[src/rtl/writeback_stage_if.sv]
// writeback_stage_if: MEM-stage inputs and register-file write port of the writeback stage
// Optional: WB_RETIRE_CNT_EN adds retireCount and the RETIRE_CNT_W parameter.
// master (pipeline/bench) drives stall, flush and mem_*, and observes the WB outputs.
// slave (writeback_stage) observes stall, flush and mem_*, and drives writeEn, writeAddr,
//   writeData, wb_fwdValid, wb_misalign and retireCount.
interface writeback_stage_if #(
    parameter int REG_ADDR_W = 5
`ifdef WB_RETIRE_CNT_EN
    , parameter int RETIRE_CNT_W = 32
`endif
);
    logic stall, flush;
    logic mem_valid, mem_regWrite, mem_memToReg;
    logic [2:0] mem_loadType;
    logic [REG_ADDR_W-1:0] mem_destReg;
    logic [31:0] mem_aluResult, mem_readData;
    logic writeEn, wb_fwdValid, wb_misalign;
    logic [REG_ADDR_W-1:0] writeAddr;
    logic [31:0] writeData;
`ifdef WB_RETIRE_CNT_EN
    logic [RETIRE_CNT_W-1:0] retireCount;
`endif
    modport master (
        output stall, flush, mem_valid, mem_regWrite, mem_memToReg, mem_loadType,
               mem_destReg, mem_aluResult, mem_readData,
        input  writeEn, writeAddr, writeData, wb_fwdValid, wb_misalign
`ifdef WB_RETIRE_CNT_EN
        , input retireCount
`endif
    );
    modport slave (
        input  stall, flush, mem_valid, mem_regWrite, mem_memToReg, mem_loadType,
               mem_destReg, mem_aluResult, mem_readData,
        output writeEn, writeAddr, writeData, wb_fwdValid, wb_misalign
`ifdef WB_RETIRE_CNT_EN
        , output retireCount
`endif
    );
endinterface

[src/rtl/writeback_stage.sv]
// writeback_stage: MEM/WB pipeline register plus load extension and register-file write port
// Optional: WB_RETIRE_CNT_EN adds a retired-instruction counter on retireCount.
// clk: clock. rst_n: synchronous active-low reset.
// bus (writeback_stage_if.slave):
//   in:  stall, flush, mem_* MEM-stage results
//   out: writeEn, writeAddr, writeData, wb_fwdValid, wb_misalign, retireCount
module writeback_stage #(
    parameter int REG_ADDR_W = 5
`ifdef WB_RETIRE_CNT_EN
    , parameter int RETIRE_CNT_W = 32
`endif
) (
    input logic clk,
    input logic rst_n,
    writeback_stage_if.slave bus
);
    logic v, rw, m2r;
    logic [2:0] lt;
    logic [REG_ADDR_W-1:0] dst;
    logic [31:0] alu, rd;
    // A flush only clears valid; the remaining fields are don't-care while valid=0.
    always_ff @(posedge clk) begin
        if (!rst_n) begin
            v   <= 1'b0;
            rw  <= 1'b0;
            m2r <= 1'b0;
            lt  <= '0;
            dst <= '0;
            alu <= '0;
            rd  <= '0;
        end else if (bus.flush) begin
            v <= 1'b0;
        end else if (!bus.stall) begin
            v   <= bus.mem_valid;
            rw  <= bus.mem_regWrite;
            m2r <= bus.mem_memToReg;
            lt  <= bus.mem_loadType;
            dst <= bus.mem_destReg;
            alu <= bus.mem_aluResult;
            rd  <= bus.mem_readData;
        end
    end
    logic [7:0] b;
    logic [15:0] h;
    logic [31:0] ld;
    logic mis, we;
    // Load type codes 1..4 are LB, LBU, LH, LHU; everything else behaves as LW.
    always_comb begin
        b   = rd[{alu[1:0], 3'b000} +: 8];
        h   = alu[1] ? rd[31:16] : rd[15:0];
        ld  = lt == 3'd1 ? {{24{b[7]}}, b} :
              lt == 3'd2 ? {24'd0, b} :
              lt == 3'd3 ? {{16{h[15]}}, h} :
              lt == 3'd4 ? {16'd0, h} : rd;
        mis = v & m2r & (lt == 3'd3 | lt == 3'd4) & alu[0];
        we  = v & rw & (dst != '0) & ~mis;
    end
    assign bus.writeEn     = we;
    assign bus.wb_fwdValid = we;
    assign bus.wb_misalign = mis;
    assign bus.writeAddr   = we ? dst : '0;
    assign bus.writeData   = we ? (m2r ? ld : alu) : '0;
`ifdef WB_RETIRE_CNT_EN
    // Counts every unstalled WB-valid edge, independent of regWrite or misalign.
    logic [RETIRE_CNT_W-1:0] cnt;
    always_ff @(posedge clk) cnt <= !rst_n ? '0 : cnt + RETIRE_CNT_W'(v & ~bus.stall);
    assign bus.retireCount = cnt;
`endif
endmodule
[src/flat_wrapper.sv]
// flat-port wrapper written by rule: the top's interface ports become plain ports
module writeback_stage_flat 
#(
    parameter int REG_ADDR_W = 5

)
  (clk, rst_n, bus_stall, bus_flush, bus_mem_valid, bus_mem_regWrite, bus_mem_memToReg, bus_mem_loadType, bus_mem_destReg, bus_mem_aluResult, bus_mem_readData, bus_writeEn, bus_writeAddr, bus_writeData, bus_wb_fwdValid, bus_wb_misalign);
  writeback_stage_if #(.REG_ADDR_W(REG_ADDR_W)) bus_i ();
  input logic clk;
  input logic rst_n;
  input wire logic [$bits(bus_i.stall)-1:0] bus_stall;
  input wire logic [$bits(bus_i.flush)-1:0] bus_flush;
  input wire logic [$bits(bus_i.mem_valid)-1:0] bus_mem_valid;
  input wire logic [$bits(bus_i.mem_regWrite)-1:0] bus_mem_regWrite;
  input wire logic [$bits(bus_i.mem_memToReg)-1:0] bus_mem_memToReg;
  input wire logic [$bits(bus_i.mem_loadType)-1:0] bus_mem_loadType;
  input wire logic [$bits(bus_i.mem_destReg)-1:0] bus_mem_destReg;
  input wire logic [$bits(bus_i.mem_aluResult)-1:0] bus_mem_aluResult;
  input wire logic [$bits(bus_i.mem_readData)-1:0] bus_mem_readData;
  output wire logic [$bits(bus_i.writeEn)-1:0] bus_writeEn;
  output wire logic [$bits(bus_i.writeAddr)-1:0] bus_writeAddr;
  output wire logic [$bits(bus_i.writeData)-1:0] bus_writeData;
  output wire logic [$bits(bus_i.wb_fwdValid)-1:0] bus_wb_fwdValid;
  output wire logic [$bits(bus_i.wb_misalign)-1:0] bus_wb_misalign;
  assign bus_i.stall = bus_stall;
  assign bus_i.flush = bus_flush;
  assign bus_i.mem_valid = bus_mem_valid;
  assign bus_i.mem_regWrite = bus_mem_regWrite;
  assign bus_i.mem_memToReg = bus_mem_memToReg;
  assign bus_i.mem_loadType = bus_mem_loadType;
  assign bus_i.mem_destReg = bus_mem_destReg;
  assign bus_i.mem_aluResult = bus_mem_aluResult;
  assign bus_i.mem_readData = bus_mem_readData;
  assign bus_writeEn = bus_i.writeEn;
  assign bus_writeAddr = bus_i.writeAddr;
  assign bus_writeData = bus_i.writeData;
  assign bus_wb_fwdValid = bus_i.wb_fwdValid;
  assign bus_wb_misalign = bus_i.wb_misalign;
  writeback_stage #(.REG_ADDR_W(REG_ADDR_W)) u_core (.clk(clk), .rst_n(rst_n), .bus(bus_i));
endmodule
[config.mk]
export PLATFORM = sky130hd
export DESIGN_NAME = writeback_stage_flat
export DESIGN_NICKNAME = d
export VERILOG_FILES = /design/src/rtl/writeback_stage_if.sv /design/src/rtl/writeback_stage.sv /design/src/flat_wrapper.sv
export SDC_FILE = /design/constraint.sdc
export NUM_CORES = 1
export LEC_CHECK = 0
export CAP_MARGIN = 15
export CORE_UTILIZATION = 35
export DETAILED_ROUTE_END_ITERATION = 16
export GPL_TIMING_DRIVEN = 0
export HOLD_SLACK_MARGIN = 0.05
export PLACE_DENSITY = 0.72
export SLEW_MARGIN = 10
export SYNTH_ARGS = -nofsm -noshare
export SYNTH_HDL_FRONTEND = slang
export SYNTH_SLANG_ARGS = --single-unit
[constraint.sdc]
create_clock -name clk -period 1.6 [get_ports clk]
set_input_delay 0.32 -clock clk [delete_from_list [all_inputs] [get_ports clk]]
set_output_delay 0.32 -clock clk [all_outputs]
set_load 0.01 [all_outputs]
==> run metrics <==
status=complete, but fails checks; failing checks=DRC, setup timing; #FFs+latches synth=75; setup TNS=-30280 ps; router iterations before antenna repair=10; clock root buffer master=clkbuf_16; pre-CTS setup slack=-948 ps; CTS Sinks=75; Post-CTS Hold Buffers=0; Synth top area share=0.355; GPL Wtd Cong=0.906; Power Density=747 mW/mm^2; area leader, netlist=dfxtp_1; DR WL met3=1030 um; synth top area cells=dfxtp_1 36%, nand2_1 14%, a21boi_0 13%; most used flip-flop cell after synthesis=dfxtp_1; Distinct cells, synth=47; post-synthesis sequential area ratio=0.355; DIE AREA=0.0125 mm^2; PnR worst setup slack=-884 ps; first-pass GRT wire length=23500 um; commonest non-fill, non-tap cell in the layout=nand2_1; Final HPWL DP=10500 um; share of cells above drive strength 1=0.303; Initial Util=0.364; Final nets=768; largest net degree at the start of global routing=13; Reg2Reg Setup Slack=320 ps; CTS tree=done; vias in the first global route=4576; Tot GR Track Use=0.243; met2 wire len=7410 um; worst-skew pair later-pin latency=340 ps; max_cap viols=0; setup skew after layout=0 ps; post-layout util=0.572; Mapped Cells=523; DR WL/cell=18.4 um; FF/Latch Area=0.00152 mm^2; Placed Cells=783; Die W=112 um; Synth Cell Area=0.00423 mm^2; top routing layer used=met4; port buffer count=117; area of the multi-input gates=0.00281 mm^2; Bufs on Longest Clock Path=2; ant diodes=0; DRT Wirelength=15400 um; maximum fanout along the worst path=5; crit share post-route=1.55; Setup crit end kind=primary output; first-iteration detailed-routing DRC count=355; DRC viols=6; VDD IR max=0.519 mV; syn avg cell area=8.08 um^2; Max Fclk=0.403 GHz; wire length on met1=6350 um; Hold Path Class=input pin to flip-flop; commonest non-fill, non-tap cells in the layout=152 x nand2_1, 77 x clkdlybuf4s50_1, 75 x a21boi_0, 68 x dfxtp_1, 42 x buf_2; CORE AREA=0.0116 mm^2; DR vias=4516; post-synthesis async set-or-reset flop share=0; RSZ-0062 raised after global routing=true; drt via density=5.40; layout filler cell count=1013; Lkg Pwr=2.45 nW; Synthesis Warnings=0; die extent in y=112 um; critical path startpoint category=flip-flop; crit path time final=2480 ps; Mapped Nets=602; I/O pins=119; H-tree depth=3; Layout Cells excl Fill=836; Slew Limit Fails=0; Worst EP arrival=2160 ps; crit path kind=flip-flop to primary output; worst path required time=1280 ps; Rel. slew slack=0.609; antenna-violating nets left=0; Final Setup Violations=40; Layout area overhead=57.1%; Post-synth EDFFs=0; Fin. Hold Viols=0; initial antenna violation count=0; row count=39; worst slew pin tran=587 ps; gr ovfl total=0; CTS clk-pin slew, worst paths=60 ps; number of CTS-inserted buffers=9
[state kept, by name, indices dropped and copies added (netlist names)]
signal,cells
u_core.m2r,1
u_core.lt,3
u_core.v,1
u_core.alu,32
u_core.rw,1
u_core.dst,5
u_core.rd,32
[through the flow]
step	hold WS, ps	power (mW)	instance area, um^2
floorplan	396	2.42	4300
global placement	453	2.74	5650
detailed placement	461	2.75	5650
CTS	352	4.92	6500
global route	367	5.15	6640
finish	349	4.96	6640
[where the power goes]
group	switching, mW	internal [mW]
registers	0.0943	1.95
clock network	0.777	1.28
logic	0.406	0.447
[logic make-up after synthesis]
family | after synthesis | synth area share
multiplexers | 11 | 0.0471
flip-flops | 75 | 0.355
AND/OR/NAND/NOR | 214 | 0.218
buffers and inverters | 54 | 0.0637
XOR/XNOR | 1 | 0.00207
AO/OA/AOI/OAI | 168 | 0.314
[critical path, cell delays in order (launching register included)]
cell and delay [ps]:
dfxtp_1 380, mux4_2 530, buf_6 150, a31oi_4 200, buf_8 150, buf_8 120, buf_6 100, a211oi_4 50
buf_2 150
[worst paths after layout]
kind,to,cells after the start,start
setup / recovery,bus_writeData[29],8,u_core.rd[15]
hold / removal,u_core.rd[24],2,rst_n
setup reg to reg,u_core.m2r,4,u_core.m2r
hold reg to reg,u_core.alu[18],2,u_core.alu[18]
[Yosys cell counts (3+ instances only)]
master    number
nand2_1      153
a21boi_0      75
dfxtp_1       75
nor2_1        26
clkbuf_1      20
o21ai_0       18
a21oi_1       15
nand3_1       14
a211oi_2      13
o211ai_1      13
buf_2         10
a211oi_1       9
buf_1          8
a21o_1         7
mux4_2         7
o221a_2        7
buf_4          6
and3_1         5
buf_6          4
and4_1         3
inv_1          3
mux2i_1        3
o21ai_1        3
or3_1          3
[layout make-up]
type                            instances  area share
Multi-Input combinational cell        394       0.423
Clock buffer                           11      0.0381
Clock inverter                          4     0.00754
Sequential cell                        75       0.228
Timing Repair Buffer                  157       0.222
Buffer                                 47      0.0501
Inverter                                5     0.00415
Tap cell                              143      0.0270
[what timing repair did]
action	in CTS	in global routing
hold endpoints to repair	0	0
cloned	2	0
setup buffers	34	4
endpoints found under the setup margin	102	103
resized for setup	242	53
pin swaps	18	17
[per-layer routing]
layer  global-route usage  vias up
met5                    0        -
met4                0.105        0
met3               0.0588       58
met2                0.412      185
met1                0.294     2114
li1                     -     2159
(Power assumes the default switching activity.)
